### src/rtl/sdram_rom_arbiter.sv
// sdram_rom_arbiter: shares one SDRAM ROM read port between N requesters.
// Ports:
//   CLK, RST              clock, synchronous active-high reset
//   cl_addr/cl_req        per-requester address slices and request levels
//   cl_rdy/cl_dout        per-requester data-valid pulse, shared read data
//   mem_addr/mem_req      latched address and request to the SDRAM controller
//   mem_rdy/mem_dout      controller data-valid pulse and read data
//   gnt_id                index of the current/last granted requester
module sdram_rom_arbiter #(
    parameter int             N          = 5,
    parameter int             AW         = 25,
    parameter int             DW         = 16,
    parameter logic [N-1:0]   RT_MASK    = 5'b11100,
    parameter int             STARVE_MAX = 64
) (
    input  logic            CLK,
    input  logic            RST,
    input  logic [N*AW-1:0] cl_addr,
    input  logic [N-1:0]    cl_req,
    output logic [N-1:0]    cl_rdy,
    output logic [DW-1:0]   cl_dout,
    output logic [AW-1:0]   mem_addr,
    output logic            mem_req,
    input  logic            mem_rdy,
    input  logic [DW-1:0]   mem_dout,
    output logic [2:0]      gnt_id
);

    localparam logic [7:0] SMAX    = 8'(STARVE_MAX);
    localparam logic [2:0] PTR_RST = 3'(N - 1);

    typedef enum logic [1:0] {IDLE, WAIT, RESP} state_t;

    state_t     state, state_nx;
    logic [2:0] ptr_rt, ptr_nrt;
    logic [7:0] starve [N];
    logic [N-1:0] starved, rt_req, nrt_req;
    logic [2:0] win;
    logic       win_rt;
    logic       grant;

    // First set bit of m after ptr, searching ptr+1 .. ptr+N modulo N.
    function automatic logic [2:0] rr_pick(input logic [N-1:0] m,
                                           input logic [2:0]   ptr);
        logic [2:0] r;
        logic       found;
        int         idx;
        r     = '0;
        found = 1'b0;
        for (int k = 1; k <= N; k++) begin
            idx = (int'(ptr) + k) % N;
            if (!found && m[idx]) begin
                r     = 3'(idx);
                found = 1'b1;
            end
        end
        return r;
    endfunction

    always_comb begin
        starved = '0;
        for (int i = 0; i < N; i++)
            starved[i] = !RT_MASK[i] && cl_req[i] && (starve[i] == SMAX);
    end

    assign rt_req  = cl_req & RT_MASK;
    assign nrt_req = cl_req & ~RT_MASK;
    assign grant   = (state == IDLE) && (|cl_req);

    // Starved CPUs outrank video layers; starved and plain CPU share a pointer.
    always_comb begin
        win    = '0;
        win_rt = 1'b0;
        priority case (1'b1)
            |starved: win = rr_pick(starved, ptr_nrt);
            |rt_req: begin
                win    = rr_pick(rt_req, ptr_rt);
                win_rt = 1'b1;
            end
            default: win = rr_pick(nrt_req, ptr_nrt);
        endcase
    end

    always_comb begin
        state_nx = state;
        unique case (state)
            IDLE:    if (grant) state_nx = WAIT;
            WAIT:    if (mem_rdy) state_nx = RESP;
            RESP:    state_nx = IDLE;
            default: state_nx = IDLE;
        endcase
    end

    always_ff @(posedge CLK) begin
        if (RST) state <= IDLE;
        else     state <= state_nx;
    end

    always_ff @(posedge CLK) begin
        if (RST) begin
            mem_req  <= 1'b0;
            mem_addr <= '0;
            cl_rdy   <= '0;
            cl_dout  <= '0;
            gnt_id   <= '0;
            ptr_rt   <= PTR_RST;
            ptr_nrt  <= PTR_RST;
        end else begin
            cl_rdy <= '0;
            unique case (state)
                IDLE: begin
                    if (grant) begin
                        mem_addr <= cl_addr[int'(win)*AW +: AW];
                        mem_req  <= 1'b1;
                        gnt_id   <= win;
                        if (win_rt) ptr_rt  <= win;
                        else        ptr_nrt <= win;
                    end
                end
                WAIT: begin
                    // The access always completes; a dropped request just
                    // gets no pulse.
                    if (mem_rdy) begin
                        cl_dout <= mem_dout;
                        mem_req <= 1'b0;
                        if (cl_req[gnt_id]) cl_rdy[gnt_id] <= 1'b1;
                    end
                end
                default: ;
            endcase
        end
    end

    // A requester being served does not age; it is cleared when granted.
    always_ff @(posedge CLK) begin
        for (int i = 0; i < N; i++) begin
            if (RST || RT_MASK[i] || !cl_req[i] || (grant && win == 3'(i)))
                starve[i] <= '0;
            else if (!(state != IDLE && gnt_id == 3'(i)) && starve[i] != SMAX)
                starve[i] <= starve[i] + 8'd1;
        end
    end

endmodule

### config.mk
export PLATFORM = sky130hd
export DESIGN_NAME = sdram_rom_arbiter
export DESIGN_NICKNAME = d
export VERILOG_FILES = /design/src/rtl/sdram_rom_arbiter.sv
export SDC_FILE = /design/constraint.sdc
export NUM_CORES = 1
export LEC_CHECK = 0
export CAP_MARGIN = 25
export CORE_UTILIZATION = 45
export DETAILED_ROUTE_END_ITERATION = 16
export PLACE_DENSITY_LB_ADDON = 0.15
export SETUP_SLACK_MARGIN = 0.2
export SLEW_MARGIN = 20
export SYNTH_ARGS = -nofsm -noshare
export SYNTH_HDL_FRONTEND = slang
export SYNTH_SLANG_ARGS = --single-unit
### constraint.sdc
create_clock -name CLK -period 5.6 [get_ports CLK]
set_input_delay 0.56 -clock CLK [delete_from_list [all_inputs] [get_ports CLK]]
set_output_delay 0.56 -clock CLK [all_outputs]
set_load 0.02 [all_outputs]
# Yosys cells after proc, flatten, opt, wreduce, memory -nomap -nowiden
# Memories as Yosys holds them, arrays and structs flattened.
# Index checks and enable logic that the tools add are counted.
# word_totals
ram_bits,40
in_bits,149
out_inout_bits,50
n_memories,1
reg_bits,58
# classes
n_lt_le_gt_ge,12
multipliers,1
n_eq_ne,9
div,10
add_sub_neg,12
n_bitwise,6
n_reduce_logical,57
muxes,118
shifts,1
# mem_list
memory,depth,width,rd,rd_clocked_by_memory_dff,wr,line_no,source
starve,5,8,2,0,5,36,logic [7:0] starve [N];
# ops
op,n
< comparator 32 x 5 -> 1 bit (second input constant),10
modulo 32 x 4 -> 32 bit (second input constant),10
variable part select 125 x 9 -> 25 bit,1
2-to-1 mux 1 bit,78
2-to-1 mux 3 bit,17
binary-select mux 1 bit (select 3 bit),16
logical AND 1 bit,22
adder 3 x 2 -> 4 bit (second input constant),4
adder 3 x 3 -> 4 bit (second input constant),4
adder 8 x 1 -> 8 bit (second input constant),2
== test 8 x 7 -> 1 bit (second input constant),2
zero test 1 bit,16
2-to-1 mux 8 bit,2
inequality test 8 x 7 -> 1 bit (second input constant),2
AND reduction 3 bit,3
adder 3 x 1 -> 4 bit (second input constant),2
multiplier 3 x 5 -> 8 bit (second input constant),1
== test 3 x 1 -> 1 bit (second input constant),2
zero test 3 bit,2
AND reduction 2 bit,3
OR reduction 5 bit,1
logical OR 1 bit,4
< comparator 3 x 4 -> 1 bit (second input constant),1
2-to-1 mux 2 bit,2
13 further kinds,19

# Longest topological paths before layout
# logic_depth
word_depth,34
depth_mapped,24
depth_no_buf,20

# Worst setup path after synthesis
# OpenSTA, ideal clock, no wires.
# synth_path
path_type,reg2reg
startpoint,register ptr_rt[0]
endpoint,memory starve[1][2] (netlist: starve[0][10]) (enable)
slack_ns,0.412
setup_time_ns,0.340
stages_incl_launch_ff,23
arrival_time_ns,4.848
t_required_ns,5.260
path_buffers,4
cell_sequence,dfxtp_1 > buf_2 > buf_2 > clkbuf_1 > inv_1 > ha_1 > ha_1 > nor3b_1 > o311a_1 > nor2_1 > ha_1 > nor2b_1 > or3_1 > o311ai_4 > mux2_1 > a22oi_1 > nor4_1 > nand4b_1 > o31ai_2 > inv_2 > clkbuf_1 > nand2_1 > nand4_1
# synth_rtl
element,line_no,source
"start, declared",35,"logic [2:0] ptr_rt, ptr_nrt;"
"start signal, assigned",116,if (win_rt) ptr_rt <= win;
"end, declared",36,

==> flow_summary_export.csv <==
group,metric,value,unit
clock_network,cts_buffer_depth,2,
timing,slew_at_the_pin_with_the_worst_max_slew_slack,0.724,ns
setup_path,r2r_slack,0.42,ns
timing,finalWorstSetupSlack,0.421,ns
layout,diodes,0,
timing,report.final.setup_viol,0,
setup_path,crit_path_start_kind,"register",
power_and_ir_drop,power_leakage,3.83,nW
clock_network,postCtsHoldBufs,0,
layout,finish.net_count,1260,
clock_network,cts_tree,"built",
timing,final-max-slew-violation-count,0,
synthesis,ys_async_sr_fraction,0,%
grt,number_of_global_route_vias_before_repair,6919,
setup_path,timing.setup.critical_path_class,"register to register",
synthesis,yosys-top-cells-area,"sky130_fd_sc_hd__dfxtp_1, sky130_fd_sc_hd__ha_1, sky130_fd_sc_hd__edfxtp_1, sky130_fd_sc_hd__mux2i_1, sky130_fd_sc_hd__nand2_1",
timing,unrepaired_setup_endpoints_after_global_routing,"yes",
clock_network,cts_bufs_inserted,9,
synthesis,primary_flip_flop_cell_chosen_by_synthesis_mapping,"sky130_fd_sc_hd__dfxtp_1",
timing,finalHoldWorstSlack,0.456,ns
timing,final_period_minus_worst_setup_slack,5.18,ns
timing,timing_hold_violations_final,0,
setup_path,critical_path.endpoint_type,"register",
grt,grt.overflow.total,0,
min_path,min-delay-path-class,"register to register",
drt,antenna_left,0,
synthesis,synth_sequential_area_ratio,23.3,%
placed_design,routabilityCongestion,0.871,
timing,timing.slew.headroom,51.1,%
clock_network,cts.clk_slew.worst_paths,0.07,ns
drt,route.final.wire_length,21800,µm
synthesis,synth_seq_cells,74,
setup_path,worst-path-max-fanout,11,
setup_path,timing.critical_path.arrival,5.24,ns
die,floorplan.die_area,0.0161,mm²
die,ios,199,
synthesis,syn_avg_cell_area,7.99,µm²
clock_network,cts_max_level,3,
clock_network,worstSkewPairLatency,0.35,ns
clock_network,clk_root_buffer_cell,"sky130_fd_sc_hd__clkbuf_16",
timing,setup-tns-final,0,ns
drt,drc,0,
synthesis,mapped_nets,1081,
synthesis,syn-instance-count,880,
synthesis,syn-cell-area,0.00703,mm²
synthesis,synth.lib_cells_used.distinct,85,
layout,finalInstanceArea,0.00957,mm²
drt,via_per_inst,5.77,
drt,detailedRoute.firstPassIterationCount,5,
grt,antenna_found_initial,0,
synthesis,synth.yosys.warnings,0,
drt,routed_length_per_placed_instance,17.4,µm
placed_design,hpwl,16500,µm
placed_design,placement.setup.worst_slack,0.107,ns
job,drv.max_cap_violation_count,0,
placed_design,port_buffers,198,
clock_network,cts.sinks,74,
layout,drive_gt1_share,7.71,%
die,fp.dieH,127,µm
status,outcome,"completed",
power_and_ir_drop,vdd_drop_max,457,µV
synthesis,synth_largest_area_cell,"sky130_fd_sc_hd__dfxtp_1",
die,initial_core_util,46.3,%
timing,fin_crit_sh,92.5,%
drt,vias,7224,
drt,drt_first_iter_violations,471,
synthesis,synth_edf_count,16,
grt,global_route.usage.total,26.9,%
layout,fillcell_total,1370,
die,placementRows,45,
grt,grt_max_degree,48,
timing,max_freq,193,MHz
synthesis,area_fraction_of_the_dominant_cell_type_after_synthesis,16.5,%
timing,setup_skew_after_layout,0.00934,ns
setup_path,crit_required,5.66,ns
power_and_ir_drop,power_density,547,mW/mm²
die,floorplan.core_area,0.0152,mm²
placed_design,postPlaceCellArea,0.00918,mm²
synthesis,synth.cells.most_frequent,"sky130_fd_sc_hd__nand2_1, sky130_fd_sc_hd__a21oi_1, sky130_fd_sc_hd__dfxtp_1, sky130_fd_sc_hd__ha_1, sky130_fd_sc_hd__mux2i_1",
synthesis,synth_most_common_cell,"sky130_fd_sc_hd__nand2_1",
layout,finish.utilization,62.9,%
die,chipWidth,127,µm
grt,grt_pass1_wl,34600,µm
layout,area.growth.synth_to_final,36.1,%
-- kinds of logic (layout without fill, tap and decap cells) --
| logic type | count (synthesis) | after routing | share of synthesized area, % |
|---|---|---|---|
| AND/OR/NAND/NOR | 311 | 311 | 22.7 |
| AO/OA/AOI/OAI | 261 | 261 | 27.2 |
| buffers and inverters | 100 | 284 | 6.07 |
| flip-flops | 74 | 74 | 23.3 |
| adder cells (fa/ha/maj) | 52 | 52 | 9.25 |
| multiplexers | 51 | 51 | 7.38 |
| XOR/XNOR | 31 | 31 | 4.07 |
-- worst max-delay path, cell delays in order (launching register included) --
cell                       delay (ns)
sky130_fd_sc_hd__dfxtp_1         0.39
sky130_fd_sc_hd__ha_1            0.30
sky130_fd_sc_hd__xnor2_4         0.33
sky130_fd_sc_hd__inv_2           0.12
sky130_fd_sc_hd__ha_1            0.25
sky130_fd_sc_hd__o31ai_1         0.31
sky130_fd_sc_hd__o311a_1         0.25
sky130_fd_sc_hd__nor2_1          0.08
sky130_fd_sc_hd__ha_1            0.25
sky130_fd_sc_hd__nor2b_1         0.17
sky130_fd_sc_hd__or3_1           0.35
sky130_fd_sc_hd__o311ai_4        0.12
sky130_fd_sc_hd__mux2i_1         0.24
sky130_fd_sc_hd__a22oi_1         0.12
sky130_fd_sc_hd__o41ai_2         0.21
sky130_fd_sc_hd__nand3_1         0.19
sky130_fd_sc_hd__a221oi_4        0.46
sky130_fd_sc_hd__and2_1          0.28
sky130_fd_sc_hd__nand2_1         0.11
sky130_fd_sc_hd__nand4_1         0.15
sky130_fd_sc_hd__buf_4           0.20
-- cells in the final DEF (no fill, tap or decap), types with 4 or more instances in the layout --
cell,n
sky130_fd_sc_hd__nand4_1,9
sky130_fd_sc_hd__or3_1,9
sky130_fd_sc_hd__clkbuf_16,10
sky130_fd_sc_hd__a21oi_1,75
sky130_fd_sc_hd__o2bb2ai_1,4
sky130_fd_sc_hd__o211ai_1,4
sky130_fd_sc_hd__dfxtp_1,57
sky130_fd_sc_hd__nor2_1,32
sky130_fd_sc_hd__buf_4,21
sky130_fd_sc_hd__o211a_1,15
sky130_fd_sc_hd__o311ai_1,16
sky130_fd_sc_hd__xnor2_1,19
sky130_fd_sc_hd__nand2_1,112
sky130_fd_sc_hd__xor2_1,10
sky130_fd_sc_hd__o31ai_1,6
sky130_fd_sc_hd__mux2i_1,44
sky130_fd_sc_hd__o22ai_1,5
sky130_fd_sc_hd__edfxtp_1,16
sky130_fd_sc_hd__a311oi_1,4
sky130_fd_sc_hd__o21a_1,20
sky130_fd_sc_hd__mux2_2,5
sky130_fd_sc_hd__nor2b_1,8
sky130_fd_sc_hd__ha_1,51
sky130_fd_sc_hd__and3_1,11
sky130_fd_sc_hd__nor3_1,18
sky130_fd_sc_hd__clkdlybuf4s50_1,197
sky130_fd_sc_hd__and2_1,13
sky130_fd_sc_hd__o21ai_0,34
sky130_fd_sc_hd__o21ai_1,6
sky130_fd_sc_hd__nand3_1,40
sky130_fd_sc_hd__inv_1,42
sky130_fd_sc_hd__a22o_1,4
sky130_fd_sc_hd__o221ai_1,10
sky130_fd_sc_hd__a21o_1,8
sky130_fd_sc_hd__nand2b_1,25
-- through the flow --
step,total power [mW],instances
finish,5.23,1252
global route,5.62,1252
CTS,5.16,1250
detailed placement,4.56,1234
global placement,4.50,1234
floorplan,3.61,880
-- sequential cells by signal (all words and copies together), names as in the netlist --
register / cells
starve: 16
cl_rdy: 5
gnt_id: 3
state: 2
ptr_nrt: 3
mem_req: 1
mem_addr: 25
cl_dout: 16
ptr_rt: 3
-- final timing paths --
kind	start	endpoint	cells past startpoint
max	ptr_rt[0]	starve[0][13]	20
min	cl_dout[5]	cl_dout[5]	2
max reg2reg	ptr_rt[0]	starve[0][13]	20
min reg2reg	cl_dout[5]	cl_dout[5]	2
-- per-layer routing --
metal,routed length (µm),vias up,part of all wire (%),global-route usage (%)
li1,-,3609,-,-
met1,9600,3354,44,34.3
met2,10500,212,48,45.2
met3,1090,49,5.0,4.98
met4,687,0,3.1,9.73
met5,0,-,0,0
-- power by group --
part / switching [mW] / internal, mW / leakage [nW] / total [mW]
logic: 2.18 / 1.66 / 3.00 / 3.85
clock network: 0.256 / 0.336 / 0.151 / 0.592
registers: 0.105 / 0.687 / 0.670 / 0.792
total: 2.54 / 2.69 / 3.83 / 5.23
-- layout make-up --
type / count / area (µm²) / share of cell area [%]
multi-input cells: 706 / 5050 / 52.7
repair buffers: 221 / 2170 / 22.6
flip-flops and latches: 74 / 1640 / 17.2
clock buffers: 10 / 250 / 2.62
well taps: 188 / 235 / 2.46
inverters: 47 / 176 / 1.84
clock inverters: 6 / 52.6 / 0.549
-- repair_timing --
action,CTS,global route
pin swaps,0,1
endpoints found under the hold margin,0,0
resized for setup,1,14
buffers inserted,0,2
setup endpoints to repair,17,59
Note: power is estimated with default switching activity, not from simulation.
